`src/rtl/morse_pkg.sv`:
```
// Shared types and default timing constants for the Morse symbol sequencer.
// Unit constants are in tick periods; the unit timer is 3 bits wide.
package morse_pkg;

  localparam int MAX_LEN_DEF    = 5;
  localparam int UNITS_DOT      = 1;
  localparam int UNITS_DASH     = 3;
  localparam int UNITS_GAP      = 1;
  localparam int UNITS_LGAP     = 3;
  localparam int UNITS_WGAP     = 7;

  typedef enum logic [2:0] {
    IDLE  = 3'd0,
    ALIGN = 3'd1,
    MARK  = 3'd2,
    SPACE = 3'd3,
    LGAP  = 3'd4
  } morse_state_e;

  function automatic logic [2:0] mark_units(input logic is_dash,
                                            input logic [2:0] dot_u,
                                            input logic [2:0] dash_u);
    return is_dash ? dash_u : dot_u;
  endfunction

endpackage

```
`src/rtl/morse_symbol_sequencer_if.sv`:
```
// Character request/keying bundle between encoder, sequencer and LED/tone driver.
// Handshake: start is taken on any refclk edge where ready=1; abort/tick are single-cycle strobes.
interface morse_symbol_sequencer_if #(parameter int MAX_LEN = 5);
  import morse_pkg::*;

  logic               tick;
  logic               start;
  logic [MAX_LEN-1:0] pattern;
  logic [2:0]         length;
  logic               abort;
  logic               ready;
  logic               busy;
  logic               key_out;
  logic               done;
  morse_state_e       state;

  modport master (
    output tick, start, pattern, length, abort,
    input  ready, busy, key_out, done, state
  );

  modport slave (
    input  tick, start, pattern, length, abort,
    output ready, busy, key_out, done, state
  );
endinterface

```
`src/rtl/morse_unit_timer.sv`:
```
// Loadable 3-bit down-counter advanced by tick; expired flags the tick that takes it 1 -> 0.
// load beats tick so a phase can reload on the very tick that ends the previous one.
module morse_unit_timer (
  input  logic       refclk,
  input  logic       rst_n,
  input  logic       tick,
  input  logic       clear,
  input  logic       load,
  input  logic [2:0] load_val,
  output logic       expired,
  output logic [2:0] count
);

  always_ff @(posedge refclk or negedge rst_n) begin
    if (!rst_n) begin
      count <= 3'd0;
    end else if (clear) begin
      count <= 3'd0;
    end else if (load) begin
      count <= load_val;
    end else if (tick && (count != 3'd0)) begin
      count <= count - 3'd1;
    end
  end

  assign expired = tick && (count == 3'd1);

endmodule

```
`src/rtl/morse_symbol_sequencer.sv`:
```
// Plays one character's dots/dashes onto key_out, one Morse unit per tick.
// key_out and done are registered so every edge lands one refclk after its tick.
module morse_symbol_sequencer
  import morse_pkg::*;
#(
  parameter int MAX_LEN          = MAX_LEN_DEF,
  parameter int DOT_UNITS        = UNITS_DOT,
  parameter int DASH_UNITS       = UNITS_DASH,
  parameter int GAP_UNITS        = UNITS_GAP,
  parameter int LETTER_GAP_UNITS = UNITS_LGAP,
  parameter int WORD_GAP_UNITS   = UNITS_WGAP
) (
  input  logic                  refclk,
  input  logic                  rst_n,
  morse_symbol_sequencer_if.slave bus
);

  localparam int IW = $clog2(MAX_LEN + 1);

  morse_state_e       state_q, state_d;
  logic               key_q, key_d;
  logic               done_q, done_d;
  logic [MAX_LEN-1:0] pat_q, pat_d;
  logic [2:0]         len_q, len_d;
  logic [IW-1:0]      idx_q, idx_d;
  logic [IW-1:0]      idx_nx;

  logic       t_clear, t_load, t_expired;
  logic [2:0] t_val, t_count;

  morse_unit_timer u_timer (
    .refclk   (refclk),
    .rst_n    (rst_n),
    .tick     (bus.tick),
    .clear    (t_clear),
    .load     (t_load),
    .load_val (t_val),
    .expired  (t_expired),
    .count    (t_count)
  );

  always_ff @(posedge refclk or negedge rst_n) begin
    if (!rst_n) begin
      state_q <= IDLE;
      key_q   <= 1'b0;
      done_q  <= 1'b0;
      pat_q   <= '0;
      len_q   <= 3'd0;
      idx_q   <= '0;
    end else begin
      state_q <= state_d;
      key_q   <= key_d;
      done_q  <= done_d;
      pat_q   <= pat_d;
      len_q   <= len_d;
      idx_q   <= idx_d;
    end
  end

  assign idx_nx = idx_q + 1'b1;

  always_comb begin
    state_d = state_q;
    key_d   = key_q;
    done_d  = 1'b0;
    pat_d   = pat_q;
    len_d   = len_q;
    idx_d   = idx_q;
    t_clear = 1'b0;
    t_load  = 1'b0;
    t_val   = 3'd0;

    // abort outranks any tick arriving in the same cycle
    if (bus.abort && (state_q != IDLE)) begin
      state_d = IDLE;
      key_d   = 1'b0;
      t_clear = 1'b1;
    end else begin
      case (state_q)
        IDLE: begin
          if (bus.start) begin
            pat_d   = bus.pattern;
            len_d   = (bus.length > 3'(MAX_LEN)) ? 3'(MAX_LEN) : bus.length;
            idx_d   = '0;
            state_d = ALIGN;
          end
        end
        ALIGN: begin
          if (bus.tick) begin
            t_load = 1'b1;
            if (len_q != 3'd0) begin
              state_d = MARK;
              key_d   = 1'b1;
              t_val   = mark_units(pat_q[0], 3'(DOT_UNITS), 3'(DASH_UNITS));
            end else begin
              state_d = LGAP;
              t_val   = 3'(WORD_GAP_UNITS);
            end
          end
        end
        MARK: begin
          if (t_expired) begin
            key_d  = 1'b0;
            t_load = 1'b1;
            if (3'(idx_nx) < len_q) begin
              state_d = SPACE;
              t_val   = 3'(GAP_UNITS);
            end else begin
              state_d = LGAP;
              t_val   = 3'(LETTER_GAP_UNITS);
            end
          end
        end
        SPACE: begin
          if (t_expired) begin
            idx_d   = idx_nx;
            state_d = MARK;
            key_d   = 1'b1;
            t_load  = 1'b1;
            t_val   = mark_units(pat_q[idx_nx], 3'(DOT_UNITS), 3'(DASH_UNITS));
          end
        end
        LGAP: begin
          if (t_expired) begin
            state_d = IDLE;
            done_d  = 1'b1;
          end
        end
        default: begin
          state_d = IDLE;
          key_d   = 1'b0;
          t_clear = 1'b1;
        end
      endcase
    end
  end

  assign bus.ready   = (state_q == IDLE);
  assign bus.busy    = (state_q != IDLE);
  assign bus.key_out = key_q;
  assign bus.done    = done_q;
  assign bus.state   = state_q;

endmodule
```
`src/flat_wrapper.sv`:
```
// flat-port wrapper written by rule: the top's interface ports become plain ports
module morse_symbol_sequencer_flat import morse_pkg::*;
#(
  parameter int MAX_LEN          = MAX_LEN_DEF,
  parameter int DOT_UNITS        = UNITS_DOT,
  parameter int DASH_UNITS       = UNITS_DASH,
  parameter int GAP_UNITS        = UNITS_GAP,
  parameter int LETTER_GAP_UNITS = UNITS_LGAP,
  parameter int WORD_GAP_UNITS   = UNITS_WGAP
)
  (refclk, rst_n, bus_tick, bus_start, bus_pattern, bus_length, bus_abort, bus_ready, bus_busy, bus_key_out, bus_done, bus_state);
  morse_symbol_sequencer_if #(.MAX_LEN(MAX_LEN)) bus_i ();
  input  logic refclk;
  input  logic rst_n;
  input wire logic [$bits(bus_i.tick)-1:0] bus_tick;
  input wire logic [$bits(bus_i.start)-1:0] bus_start;
  input wire logic [$bits(bus_i.pattern)-1:0] bus_pattern;
  input wire logic [$bits(bus_i.length)-1:0] bus_length;
  input wire logic [$bits(bus_i.abort)-1:0] bus_abort;
  output wire logic [$bits(bus_i.ready)-1:0] bus_ready;
  output wire logic [$bits(bus_i.busy)-1:0] bus_busy;
  output wire logic [$bits(bus_i.key_out)-1:0] bus_key_out;
  output wire logic [$bits(bus_i.done)-1:0] bus_done;
  output wire logic [$bits(bus_i.state)-1:0] bus_state;
  assign bus_i.tick = bus_tick;
  assign bus_i.start = bus_start;
  assign bus_i.pattern = bus_pattern;
  assign bus_i.length = bus_length;
  assign bus_i.abort = bus_abort;
  assign bus_ready = bus_i.ready;
  assign bus_busy = bus_i.busy;
  assign bus_key_out = bus_i.key_out;
  assign bus_done = bus_i.done;
  assign bus_state = bus_i.state;
  morse_symbol_sequencer #(.MAX_LEN(MAX_LEN), .DOT_UNITS(DOT_UNITS), .DASH_UNITS(DASH_UNITS), .GAP_UNITS(GAP_UNITS), .LETTER_GAP_UNITS(LETTER_GAP_UNITS), .WORD_GAP_UNITS(WORD_GAP_UNITS)) u_core (.refclk(refclk), .rst_n(rst_n), .bus(bus_i));
endmodule
```
`config.mk`:
```
export PLATFORM = sky130hd
export DESIGN_NAME = morse_symbol_sequencer_flat
export DESIGN_NICKNAME = d
export VERILOG_FILES = /design/src/rtl/morse_pkg.sv /design/src/rtl/morse_symbol_sequencer_if.sv /design/src/rtl/morse_unit_timer.sv /design/src/rtl/morse_symbol_sequencer.sv /design/src/flat_wrapper.sv
export SDC_FILE = /design/constraint.sdc
export NUM_CORES = 1
export LEC_CHECK = 0
export BUFFER_PORTS_ARGS = -buffer_cell sky130_fd_sc_hd__buf_2
export CAP_MARGIN = 25
export CORE_MARGIN = 4
export CORE_UTILIZATION = 40
export CTS_CLUSTER_SIZE = 12
export DETAILED_ROUTE_END_ITERATION = 8
export SYNTH_ARGS = -nofsm -noshare
export SYNTH_HDL_FRONTEND = slang
export SYNTH_SLANG_ARGS = --single-unit
```
`constraint.sdc`:
```
create_clock -name refclk -period 4.1 [get_ports refclk]
set_input_delay 0 -clock refclk [delete_from_list [all_inputs] [get_ports refclk]]
set_output_delay 0 -clock refclk [all_outputs]
set_load 0.005 [all_outputs]
```
==> impl_metrics.ini, run 1 <==
[sta]
skew_ns = 0.0112
max_slew_margin_pct = 59.5
rsz0062_at_grt = no
fin_ws_ns = 1.97
finalCriticalPeriod_ns = 2.13
fin_setup_tns_ns = 0
clock.fmax_mhz = 468
maxSlewViolCount = 0
hold_violations = 0
fin_crit_sh_pct = 52.1
setup_viol_count_final = 0
tightest_slew_ns = 0.600

[yosys]
synth_adder_area_share_pct = 6.12
synthMuxAreaShare_pct = 10.7
synth-seq-cells = 19
synth_compound_area_share_pct = 13.7
yosys_warnings = 0
synth-xor-area-share_pct = 1.43
synth-simple-area-share_pct = 20.9
yosysSeqAreaShare_pct = 38.8
syn_area_um2 = 1230
syn_area_per_cell_um2 = 9.51
synthCells = 129
synth.distinct_cells = 37
syn_nets = 148
synth_top_family_by_area = simple AND/OR/NAND/NOR gates

[clock_tree]
path_clk_slew_ns = 0.12
cts_max_path_buffers = 2
cts-resized-gates = 0
cts_made_buffers = 3
clock_latency_ns = 0.30
h-tree-depth = 1
post_cts_buffers = 0
cts.sinks = 19
cts_tree = built
postCtsHoldBufs = 9
clockRootBuffer = clkbuf_4

[place]
post-place-ws_ns = 1.96
port_buffers = 19
place_congestion = 0.817
dp_hpwl_um = 1790

[power]
swShare_pct = 41.4
p_seq_share_pct = 39.8
leakage_nw = 0.674
p_sw_w = 0.000361
pwr-share-comb_pct = 49.2
ir_drop_mv = 0.410
p_clk_share_pct = 11.0
power.density_nw_per_um2 = 614
p_int_w = 0.000511

[grt]
grt_util_met3_pct = 1.95
antenna_found_initial = 0
grt_pass1_wl_um = 4080
track_usage_pct = 12.5
grt-busiest-layer = met2
use_met1_pct = 17.1
grt_pass1_vias = 918
globalRoute.totalOverflow = 0
grt_util_met2_pct = 19.9
grt_max_degree = 20

[detailed_routing]
drt-initial-drc-count = 60
firstDrtPassIters = 4
final_antenna_net_count = 0
drcViolationCount = 0
avgViaCountPerCell = 5.29
drt-wirelength-per-cell_um = 12.7
num_vias = 984
routed_wl_um = 2370

[setup_path]
worstPathRequired_ns = 4.30
critical_path_class = reg2reg
crit_path_end_kind = flip-flop
cp-start-kind = flip-flop
cp.arrival_ns = 2.33
crit_fanout = 7

[layout]
layout-drive-gt1-share_pct = 23.2
fill_cells = 274
final_cell_mix = 19 x buf_2, 19 x dfrtp_1, 12 x inv_1
syn2layout_area_growth_pct = 15.8
antenna_cells = 0
fin_nets = 175

[run_status]
status = finished, final reports clean

[floorplan]
dieArea_um2 = 4020
start_util_pct = 43.0
rows = 19
die_h_um = 63.4
core_um2 = 2850
die_w_um = 63.4
ios = 20

[min_path]
hold_class = in2reg

[run]
max_cap_viol_count = 0
[cell type report]
cell class / count / area (um2) / area share, %
tap: 31 / 38.8 / 2.73
clock buffer: 3 / 22.5 / 1.59
sequential: 19 / 475 / 33.5
clock inverter: 1 / 5.00 / 0.352
timing repair buffer: 28 / 185 / 13.0
multi-input combinational: 92 / 648 / 45.6
inverter: 12 / 45.0 / 3.17
[path summary, 6_finish.rpt]
path / start / end / slack [ns] / cells past startpoint
max: u_core.idx_q[0] / u_core.bus.state[0] / 1.97 / 8
min: bus_tick / u_core.bus.done / 0.03 / 3
max reg2reg: u_core.idx_q[0] / u_core.bus.state[0] / 1.97 / 8
max in group asynchronous: rst_n / u_core.pat_q[2] / 3.64 / 2
min in group asynchronous: rst_n / u_core.len_q[2] / 0.15 / 2
min reg2reg: u_core.len_q[0] / u_core.len_q[0] / 0.52 / 2
[through the flow]
stage | hold WS (ns) | util, % | area [um2] | total power (W) | instances
floorplan | -0.296 | - | 1230 | 0.000687 | 129
global placement | -0.0360 | 45.7 | 1300 | 0.000764 | 173
detailed placement | -0.0361 | 45.7 | 1300 | 0.000778 | 173
CTS | 0.0186 | 49.8 | 1420 | 0.000882 | 186
global route | 0.0265 | 49.8 | 1420 | 0.000963 | 186
finish | 0.0251 | 49.8 | 1420 | 0.000872 | 186
[per-layer routing]
metal	vias to the layer above	routed length (um)
met5	-	0
met4	0	31
met3	4	99
met2	21	1120
met1	451	1120
li1	508	-
[cell families (layout without fill, tap and decap cells)]
| group | Yosys count | count (layout) |
|---|---|---|
| xor gates and xnor gates | 2 | 2 |
| buffers and inverters | 18 | 44 |
| and+or+nand+nor | 46 | 46 |
| DFF | 19 | 19 |
| AOI/OAI and AO/OA | 26 | 26 |
| adders and majority gates | 6 | 6 |
| muxes | 12 | 12 |
[synthesized netlist by cell type]
cell type   n  share of area [%]
o31ai_1     2                1.2
nand3_1     4                1.6
buf_6       2                1.8
a211oi_1    1               0.61
ha_1        6                6.1
and2_0      1               0.51
mux2i_1     3                2.4
o22ai_1     1               0.51
nor2_1     11                3.4
a31oi_1     1               0.51
a31o_2      1               0.71
nor3_1      7                2.9
o21ai_0     8                3.3
nand2_1     9                2.8
nand3b_4    1                1.6
inv_1      12                3.7
clkbuf_8    2                2.2
o211a_1     1               0.82
nand3b_1    2                1.2
or4_1       1               0.61
clkbuf_1    2               0.61
o21a_1      2                1.2
a21oi_1     6                2.4
dfrtp_1    19                 39
o41ai_1     1               0.71
a311oi_1    1               0.71
and3_1      1               0.51
or2b_1      1               0.61
nand2b_1    2                1.0
or4b_1      2                1.6
nor2b_2     1               0.71
or3_1       2                1.0
xnor2_1     1               0.71
mux2_2      9                8.3
xor2_1      1               0.71
nand3_2     1               0.82
a2111o_1    1               0.92
[flip-flops by register name, indices dropped and copies added, names as in the netlist]
| name | cells |
|---|---|
| u_core.pat_q | 5 |
| u_core.bus.state | 3 |
| u_core.idx_q | 3 |
| u_core.len_q | 3 |
| u_core.u_timer.count | 3 |
| u_core.bus.done | 1 |
| u_core.bus.key_out | 1 |
[power groups by stage]
stage,clock [W],combinational [W],sequential [W]
2_1_floorplan,0,0.000378,0.000309
3_3_place_gp,0,0.000415,0.000349
3_5_place_dp,0,0.000428,0.000350
4_1_cts,0.000100,0.000435,0.000346
5_1_grt,0.000109,0.000493,0.000361
6_report,0.0000958,0.000429,0.000347
[critical path, cell delays in order (launching register included)]
cell	delay [ns]
dfrtp_1	0.48
ha_1	0.27
xor2_1	0.20
ha_1	0.31
nand2_1	0.04
o21ai_0	0.27
o21a_1	0.15
nor3_1	0.04
mux2_2	0.28
(Power assumes the default switching activity.)
==> run 2: changes to the inputs <==
==> constraint.sdc (replaced) <==
create_clock -name refclk -period 2.1 [get_ports refclk]
set_input_delay 0 -clock refclk [delete_from_list [all_inputs] [get_ports refclk]]
set_output_delay 0 -clock refclk [all_outputs]
set_load 0.005 [all_outputs]
==> impl_metrics.ini, run 2 (synthesis results as in run 1) <==
[detailed_routing]
avgViaCountPerCell = 5.27
drt-wirelength-per-cell_um = 12.8
num_vias = 1002
final_antenna_net_count = 0
drcViolationCount = 0
routed_wl_um = 2430
drt-initial-drc-count = 35
firstDrtPassIters = 5

[setup_path]
crit_path_end_kind = flip-flop
cp.arrival_ns = 2.12
critical_path_class = reg2reg
crit_fanout = 3
r2r_cells = 8
worstPathRequired_ns = 2.30
reg2reg_to = u_core.bus.state[0]
cp-start-kind = flip-flop
r2r_start = u_core.idx_q[0]
r2r_slack_ns = 0.18

[power]
p_total_w = 0.00173
leakage_nw = 0.698
power.density_nw_per_um2 = 1190
ir_drop_mv = 0.912

[sta]
rsz0062_at_grt = no
setup_viol_count_final = 0
hold_violations = 0
fin_crit_sh_pct = 91.6
maxSlewViolCount = 0
max_slew_margin_pct = 70.0
fin_setup_tns_ns = 0
clock.fmax_mhz = 520
tightest_slew_ns = 0.451
skew_ns = 0.00293
finalCriticalPeriod_ns = 1.92

[min_path]
holdCritStartpoint = bus_tick
hold_path_end = u_core.bus.done
hold_class = in2reg
min_path_cells = 3

[clock_tree]
clock_latency_ns = 0.30
cts_made_buffers = 3
h-tree-depth = 1
cts.sinks = 19
cts_max_path_buffers = 2
cts_tree = built
clockRootBuffer = clkbuf_4
path_clk_slew_ns = 0.11

[layout]
final_cell_mix = 19 x buf_2, 19 x dfrtp_1, 12 x inv_1
largest_reg_flops = 5
top_register = u_core.pat_q
fill_cells = 257
syn2layout_area_growth_pct = 19.1
final_cell_area_um2 = 1460
final_core_util_pct = 51.2
fin_nets = 179
layout-drive-gt1-share_pct = 25.2
fin_cells = 190
antenna_cells = 0

[place]
dpl-instance-area_um2 = 1330
port_buffers = 19
place_congestion = 0.820
dp_hpwl_um = 1800
dp_cells = 176

[grt]
grt_pass1_wl_um = 4180
globalRoute.totalOverflow = 0
grt_max_degree = 20
grt_pass1_vias = 975
antenna_found_initial = 0
track_usage_pct = 12.8

[floorplan]
ios = 20
start_util_pct = 43.0
die_h_um = 63.4
die_w_um = 63.4
core_um2 = 2850
rows = 19
dieArea_um2 = 4020

[run]
max_cap_viol_count = 0

[run_status]
status = finished, final reports clean
==> run 2: critical path: stages, from the launching register on <==
cell and delay [ns]:
dfrtp_1 0.40, ha_1 0.24, xor2_1 0.19, ha_1 0.31, nand2_1 0.05, o21ai_1 0.19
o21a_1 0.14, nor3_1 0.04, mux2_2 0.28
==> run 2: where the power goes <==
| part | total [W] | leakage (nW) | internal, W | switching [W] |
|---|---|---|---|---|
| Combinational | 0.000889 | 0.438 | 0.000444 | 0.000445 |
| Sequential | 0.000654 | 0.242 | 0.000506 | 0.000148 |
| Clock | 0.000191 | 0.0177 | 0.0000710 | 0.000120 |
==> run 2: worst max-delay path by stage <==
stage	start	to	slack, ns	depth (start not counted)
after floorplan	u_core.idx_q[0]	u_core.bus.state[0]	0.12	8
after global placement	u_core.idx_q[0]	u_core.bus.state[0]	0.15	8
after detailed placement	u_core.idx_q[0]	u_core.bus.state[0]	0.11	8
after CTS	u_core.idx_q[0]	u_core.bus.state[0]	0.09	8
after global routing	u_core.idx_q[0]	u_core.bus.state[2]	0.05	8
final	u_core.idx_q[0]	u_core.bus.state[0]	0.18	8
==> run 2: repair_timing <==
item / CTS / global route
hold buffers: 10 / 0
resized for setup: 0 / 2
hold endpoints to repair: 27 / 0
setup endpoints to repair: 0 / 3
buffers inserted: 0 / 0
==> run 2: stage by stage <==
step	setup WS [ns]	hold WS, ns
6_report	0.177	0.0274
3_5_place_dp	0.110	-0.0296
5_1_grt	0.0483	0.0354
4_1_cts	0.0905	0.0148
2_1_floorplan	0.125	-0.296
3_3_place_gp	0.150	-0.0388
==> run 2: final cells by class <==
type                            instances  area (um2)  area share [%]
Inverter                               12        45.0            3.08
Timing Repair Buffer                   32         218            14.9
Sequential cell                        19         475            32.6
Clock buffer                            3        22.5            1.54
Tap cell                               31        38.8            2.66
Multi-Input combinational cell         92         656            44.9
Clock inverter                          1        5.00           0.343
==> run 2: per-layer routing <==
layer / wire length (um) / vias to the layer above / track usage [%]
met1: 1190 / 463 / 17.1
met5: 0 / - / 0
met3: 105 / 4 / 2.84
met2: 1110 / 22 / 19.9
li1: - / 513 / -
met4: 29 / 0 / 4.85
